[config.mk]
export PLATFORM = sky130hd
export DESIGN_NAME = ps2_line_buffer
export DESIGN_NICKNAME = d
export VERILOG_FILES = /design/src/rtl/ps2_line_buffer.sv
export SDC_FILE = /design/constraint.sdc
export NUM_CORES = 1
export LEC_CHECK = 0
export ABC_AREA = 1
export CELL_PAD_IN_SITES_DETAIL_PLACEMENT = 1
export CELL_PAD_IN_SITES_GLOBAL_PLACEMENT = 1
export CORE_MARGIN = 3
export CORE_UTILIZATION = 35
export CTS_BUF_LIST = sky130_fd_sc_hd__clkbuf_8
export DETAILED_ROUTE_END_ITERATION = 10
export GPL_TIMING_DRIVEN = 0
export PLACE_DENSITY = 0.85
export REMOVE_ABC_BUFFERS = 1
export SKIP_CTS_REPAIR_TIMING = 1
export SLEW_MARGIN = 40
export SYNTH_ARGS = -nofsm -noshare
export SYNTH_HDL_FRONTEND = slang
export SYNTH_SLANG_ARGS = --single-unit
[constraint.sdc]
create_clock -name clock -period 1.75 [get_ports clock]
set_input_delay 0.2625 -clock clock [delete_from_list [all_inputs] [get_ports clock]]
set_output_delay 0.2625 -clock clock [all_outputs]
set_load 0.1 [all_outputs]
[src/rtl/ps2_line_buffer.sv]
// ps2_line_buffer: collects PS2 scancode bytes into a DEPTH-character ASCII line
// and hands the finished line to the processor side with a valid/ready handshake.
//
// Ports:
//   clock           system clock, rising edge
//   resetn          asynchronous active-low reset
//   ps2_key_data    scancode byte from PS2_Interface
//   ps2_key_pressed byte strobe (one event per rising level, any length)
//   line_data       live line, newest char in [7:0], unused positions zero
//   line_len        chars in line_data (0..DEPTH)
//   cmd_data        committed command, same packing as line_data
//   cmd_len         chars in cmd_data
//   cmd_valid       command available
//   cmd_ready       consumer accepts the command
//   overflow        sticky: a printable char was dropped on a full line
module ps2_line_buffer #(
    parameter int unsigned DEPTH = 4,
    parameter int unsigned LEN_W = 3
) (
    input  logic                 clock,
    input  logic                 resetn,
    input  logic [7:0]           ps2_key_data,
    input  logic                 ps2_key_pressed,
    output logic [DEPTH*8-1:0]   line_data,
    output logic [LEN_W-1:0]     line_len,
    output logic [DEPTH*8-1:0]   cmd_data,
    output logic [LEN_W-1:0]     cmd_len,
    output logic                 cmd_valid,
    input  logic                 cmd_ready,
    output logic                 overflow
);

    localparam int unsigned LINE_W = DEPTH * 8;
    localparam logic [LEN_W-1:0] DEPTH_L = LEN_W'(DEPTH);

    localparam logic [1:0] IDLE      = 2'd0;
    localparam logic [1:0] BREAK     = 2'd1;
    localparam logic [1:0] EXT       = 2'd2;
    localparam logic [1:0] EXT_BREAK = 2'd3;

    localparam logic [7:0] CODE_BREAK = 8'hF0;
    localparam logic [7:0] CODE_EXT   = 8'hE0;
    localparam logic [7:0] CODE_BKSP  = 8'h66;
    localparam logic [7:0] CODE_ESC   = 8'h76;
    localparam logic [7:0] CODE_ENTER = 8'h5A;

    logic [1:0]        state, state_nxt;
    logic              pressed_d;
    logic              event_c;
    logic [7:0]        ascii_c;
    logic [LINE_W-1:0] line_data_nxt, cmd_data_nxt;
    logic [LEN_W-1:0]  line_len_nxt, cmd_len_nxt;
    logic              cmd_valid_nxt, overflow_nxt;

    // Scancode to ASCII for printable keys; zero means not printable.
    function automatic logic [7:0] to_ascii(input logic [7:0] code);
        logic [7:0] a;
        a = 8'h00;
        case (code)
            8'h1C: a = 8'h41; 8'h32: a = 8'h42; 8'h21: a = 8'h43; 8'h23: a = 8'h44;
            8'h24: a = 8'h45; 8'h2B: a = 8'h46; 8'h34: a = 8'h47; 8'h33: a = 8'h48;
            8'h43: a = 8'h49; 8'h3B: a = 8'h4A; 8'h42: a = 8'h4B; 8'h4B: a = 8'h4C;
            8'h3A: a = 8'h4D; 8'h31: a = 8'h4E; 8'h44: a = 8'h4F; 8'h4D: a = 8'h50;
            8'h15: a = 8'h51; 8'h2D: a = 8'h52; 8'h1B: a = 8'h53; 8'h2C: a = 8'h54;
            8'h3C: a = 8'h55; 8'h2A: a = 8'h56; 8'h1D: a = 8'h57; 8'h22: a = 8'h58;
            8'h35: a = 8'h59; 8'h1A: a = 8'h5A;
            8'h45: a = 8'h30; 8'h16: a = 8'h31; 8'h1E: a = 8'h32; 8'h26: a = 8'h33;
            8'h25: a = 8'h34; 8'h2E: a = 8'h35; 8'h36: a = 8'h36; 8'h3D: a = 8'h37;
            8'h3E: a = 8'h38; 8'h46: a = 8'h39;
            8'h29: a = 8'h20;
            default: a = 8'h00;
        endcase
        return a;
    endfunction

    assign event_c = ps2_key_pressed & ~pressed_d;
    assign ascii_c = to_ascii(ps2_key_data);

    // State register and all registered outputs.
    always_ff @(posedge clock or negedge resetn) begin
        if (!resetn) begin
            state     <= IDLE;
            pressed_d <= 1'b0;
            line_data <= '0;
            line_len  <= '0;
            cmd_data  <= '0;
            cmd_len   <= '0;
            cmd_valid <= 1'b0;
            overflow  <= 1'b0;
        end else begin
            state     <= state_nxt;
            pressed_d <= ps2_key_pressed;
            line_data <= line_data_nxt;
            line_len  <= line_len_nxt;
            cmd_data  <= cmd_data_nxt;
            cmd_len   <= cmd_len_nxt;
            cmd_valid <= cmd_valid_nxt;
            overflow  <= overflow_nxt;
        end
    end

    // Prefix decoding, line editing and command handshake.
    always_comb begin
        state_nxt     = state;
        line_data_nxt = line_data;
        line_len_nxt  = line_len;
        cmd_data_nxt  = cmd_data;
        cmd_len_nxt   = cmd_len;
        cmd_valid_nxt = cmd_valid;
        overflow_nxt  = overflow;

        if (cmd_valid && cmd_ready) begin
            cmd_valid_nxt = 1'b0;
        end

        if (event_c) begin
            case (state)
                IDLE: begin
                    if (ps2_key_data == CODE_BREAK) begin
                        state_nxt = BREAK;
                    end else if (ps2_key_data == CODE_EXT) begin
                        state_nxt = EXT;
                    end else if (ascii_c != 8'h00) begin
                        if (line_len < DEPTH_L) begin
                            line_data_nxt = (line_data << 8) | LINE_W'(ascii_c);
                            line_len_nxt  = line_len + LEN_W'(1);
                        end else begin
                            overflow_nxt = 1'b1;
                        end
                    end else if (ps2_key_data == CODE_BKSP) begin
                        if (line_len != '0) begin
                            line_data_nxt = line_data >> 8;
                            line_len_nxt  = line_len - LEN_W'(1);
                        end
                    end else if (ps2_key_data == CODE_ESC) begin
                        line_data_nxt = '0;
                        line_len_nxt  = '0;
                    end else if (ps2_key_data == CODE_ENTER) begin
                        // A pending command blocks ENTER unless it leaves on this edge.
                        if ((line_len != '0) && (!cmd_valid || cmd_ready)) begin
                            cmd_data_nxt  = line_data;
                            cmd_len_nxt   = line_len;
                            cmd_valid_nxt = 1'b1;
                            line_data_nxt = '0;
                            line_len_nxt  = '0;
                            overflow_nxt  = 1'b0;
                        end
                    end
                end
                EXT: begin
                    state_nxt = (ps2_key_data == CODE_BREAK) ? EXT_BREAK : IDLE;
                end
                default: begin
                    state_nxt = IDLE;
                end
            endcase
        end
    end

endmodule
==> impl_summary.log <==
[metrics] slack of the critical path: -0.507 ns
[metrics] data arrival time of the critical path: 2.51 ns
[metrics] mux share of post-synthesis cell area: 0
[metrics] power density normalized to cell area: between 1000 and 1500 nW/um2
[metrics] worst rel slew slack: 0.640
[metrics] largest cells by area after synthesis: sky130_fd_sc_hd__dfrtp_1, sky130_fd_sc_hd__nand2_1, sky130_fd_sc_hd__nand4_1
[metrics] violations in the final reports: setup timing
[metrics] Inserted Diodes: 0
[metrics] Root Buffer: sky130_fd_sc_hd__clkbuf_8
[metrics] largest voltage drop on the vdd net: just over 900 uV
[metrics] antenna violations before repair: 0
[metrics] Starting Density: 0.366
[metrics] main combinational cell family by area after synthesis: simple AND/OR/NAND/NOR gates
[metrics] largest area contributor in the netlist: sky130_fd_sc_hd__dfrtp_1
[metrics] Top Family by Delay on Critical Path: simple AND/OR/NAND/NOR gates
[metrics] row cnt: 39
[metrics] share of the clock period used by the worst path: 1.29
[metrics] WL/cell: between 20 and 25 um
[metrics] total number of yosys warnings: 0
[metrics] placeable core region: about 12000 um2
[metrics] shortest clock period the worst path allows after layout: between 2 and 2.5 ns
[metrics] Leak: ~3.4 nW
[metrics] non-filler instance count after layout: ~890
[metrics] share of the yosys chip area belonging to registers: 0.438
[metrics] final-report hold violation count: 0
[metrics] Post-synth EDFFs: 0
[metrics] estimated wirelength of the detail-placed design: just under 10000 um
[metrics] area added between synthesis and finish: 49.0%
[metrics] critical path capture point type: flip-flop
[metrics] kind of launch point of the worst setup path: input pin
[metrics] vias in the first global route: 4494
[metrics] final net count: about 760
[metrics] TritonCTS clock tree: yes
[metrics] end of the worst register-to-register path: line_data[30]
[metrics] Synth Area in Compound Gates: 0.0675
[metrics] critical path class: input pin to flip-flop
[metrics] Horiz. Die Dim: 117 um
[metrics] total number of clock tree sinks: 75
[metrics] cell-by-cell listing of the critical path: clkbuf_2 -> nor2_1 -> inv_1 -> nor2_1 -> nand3_1 -> nand2_1 -> a21boi_1 -> nor2_4 -> nand4_4 -> nand4_4 -> clkbuf_16 -> nand2_1 -> nand2_1
[metrics] clock insertion delay at the later pin of the skew report: 0.38 ns
[metrics] post-place setup slack: -2.51 ns
[metrics] Critical Path Max Stage Delay: between 0.3 and 0.4 ns
[metrics] average size of a mapped cell: a little over 7 um2
[metrics] share of the synthesized area in the top cell type: 0.438
[metrics] clk buf depth: 2
[metrics] dominant cell by count in the synthesized netlist: sky130_fd_sc_hd__nand2_1
[metrics] sequential cell area: roughly 1900 um2
[metrics] number of vias after detailed routing: 5083
[metrics] Post-synth top flop: sky130_fd_sc_hd__dfrtp_1
[metrics] setup slack of the worst register-to-register path: -0.25 ns
[metrics] Iteration-0 DRC Markers: slightly above 500
[metrics] share of synthesized cell area in full adder, half adder and majority cells: 0.0292
[metrics] post-synth design cell area: approximately 4300 um2
[metrics] setup skew after layout: a little under 0.01 ns
[metrics] total clock buffers created by CTS: 9
[metrics] highest net fanout along the worst path: 5
[metrics] Post-Synth XOR/XNOR Area: 0.00409
[metrics] final-layout fill cell count: roughly 1400
[metrics] slew at the pin with the worst max-slew slack: approximately 0.54 ns
[metrics] depth of the worst register-to-register path: 11
[metrics] achievable frequency: ~440 MHz
[metrics] share of final-layout standard cells stronger than drive strength 1: 0.391
[metrics] class of the worst hold path: input pin to asynchronous set/reset pin
[metrics] cell count after synthesis: roughly 600
[metrics] required time at the endpoint of the critical path: between 2 and 2.5 ns
[metrics] async set-or-reset flop fraction in the synthesized netlist: 1.00
[metrics] worst path buffer plus inverter count: 3
[metrics] pins over their slew limit: 0
[metrics] clock-pin slew of the registers on the worst-case setup and hold paths: around 0.09 ns
[metrics] count of H-tree levels built during CTS: 3
[metrics] number of nets with antenna violations after routing: 0
[metrics] floorplan die height: 117 um
[metrics] slowest cell on the critical path: sky130_fd_sc_hd__a21boi_1
[metrics] global route total overflow: 0
[metrics] total instance count after detailed placement: between 800 and 900
[metrics] detailed-route vias per instance: 5.73
[metrics] I/O pins: 84
[metrics] synth cell count leaders: sky130_fd_sc_hd__nand2_1, sky130_fd_sc_hd__dfrtp_1, sky130_fd_sc_hd__inv_1
[metrics] maximum number of pins on one net before global-route repair: 48
[metrics] drt pass-1 iters: 6
[metrics] RSZ-0062 raised after global routing: true
[metrics] synthesized-area fraction occupied by and/or/nand/nor cells: 0.387
[metrics] critical register-to-register path startpoint: line_len[0]
[metrics] final total negative setup slack: -16.84 ns
[metrics] result of the run: finished with violations
[metrics] Unique masters post-synth: 28
[metrics] total of buffers placed on input and output ports: just over 80
[metrics] FF+latch count, synth: 75
[metrics] detailed-route DRC error count: 0
[metrics] Total Wirelength: roughly 20000 um
[metrics] die area: approximately 14000 um2
[metrics] cell type with the highest occurrence count on the critical path: sky130_fd_sc_hd__nand2_1
[metrics] global-route wire length before repair: 22700 um
[metrics] endpoints failing setup: 65
[metrics] weighted congestion at the end of routability-driven global placement: 0.863
[metrics] total track usage: 0.211
[metrics] number of max-cap violations: 0
[metrics] total area of multi-input combinational cells: 2660 um2
-- worst max-delay path by stage --
stage	end	depth (start not counted)	slack (ns)	startpoint
2_1_floorplan	cmd_data[10]	7	-1.48	line_len[0]
3_3_place_gp	line_data[29]	8	-2.76	ps2_key_data[3]
3_5_place_dp	line_data[10]	17	-2.51	ps2_key_data[1]
4_1_cts	line_data[30]	17	-2.13	ps2_key_data[1]
5_1_grt	line_data[7]	13	-0.60	ps2_key_data[5]
6_report	line_data[30]	13	-0.51	ps2_key_data[5]
-- stage by stage --
stage	util	total power [mW]	area [um2]	hold slack [ns]
floorplan	-	4.74	4140	-0.0331
global placement	0.440	5.60	5150	0.461
detailed placement	0.419	5.49	4910	0.160
CTS	0.433	6.67	5070	-0.232
global route	0.545	7.96	6380	0.351
finish	0.545	7.68	6380	0.328
-- registers in the layout, summed over array words and instances (netlist names) --
signal and cells:
cmd_len 3, cmd_data 32, state 2, pressed_d 1, overflow 1, line_len 3, cmd_valid 1, line_data 32
-- metal layers --
layer,track usage,vias to the layer above,part of all wire
li1,-,2225,-
met1,0.283,2534,0.39
met2,0.354,243,0.48
met3,0.0378,81,0.075
met4,0.0543,0,0.048
met5,0,-,0
-- cell usage in the layout (no fill, tap or decap), drive strengths merged, types with 2 or more instances in the layout --
cell type      instances
a21oi                 17
buf                  137
clkbuf                17
clkdlybuf4s50          2
clkinv                 5
dfrtp                 75
dlymetal6s2s           2
ha                    10
inv                   47
nand2                283
nand3                 33
nand4                 41
nor2                  27
nor3                   6
o21ai                 33
xor2                   2
-- logic make-up (layout without fill, tap and decap cells) --
group                    count (synthesis)  after routing
AND/OR/NAND/NOR                        387            391
flip-flops                              75             75
buffers and inverters                   73            212
AO/OA/AOI/OAI                           54             54
adder cells (fa/ha/maj)                 10             10
XOR/XNOR                                 2              2
-- power breakdown --
part	total [mW]	internal [mW]	switching [mW]	leakage [nW]
combinational	4.14	1.00	3.14	2.29
sequential	2.31	1.98	0.329	1.02
clock	1.23	0.497	0.734	0.0860
-- cell type report --
class | count | share of cell area
clock buffers | 9 | 0.0194
clock inverters | 6 | 0.00549
inverters | 47 | 0.0312
multi-input cells | 457 | 0.417
flip-flops and latches | 75 | 0.294
well taps | 143 | 0.0280
repair buffers | 150 | 0.205
Power figures use the tool's default switching activity.
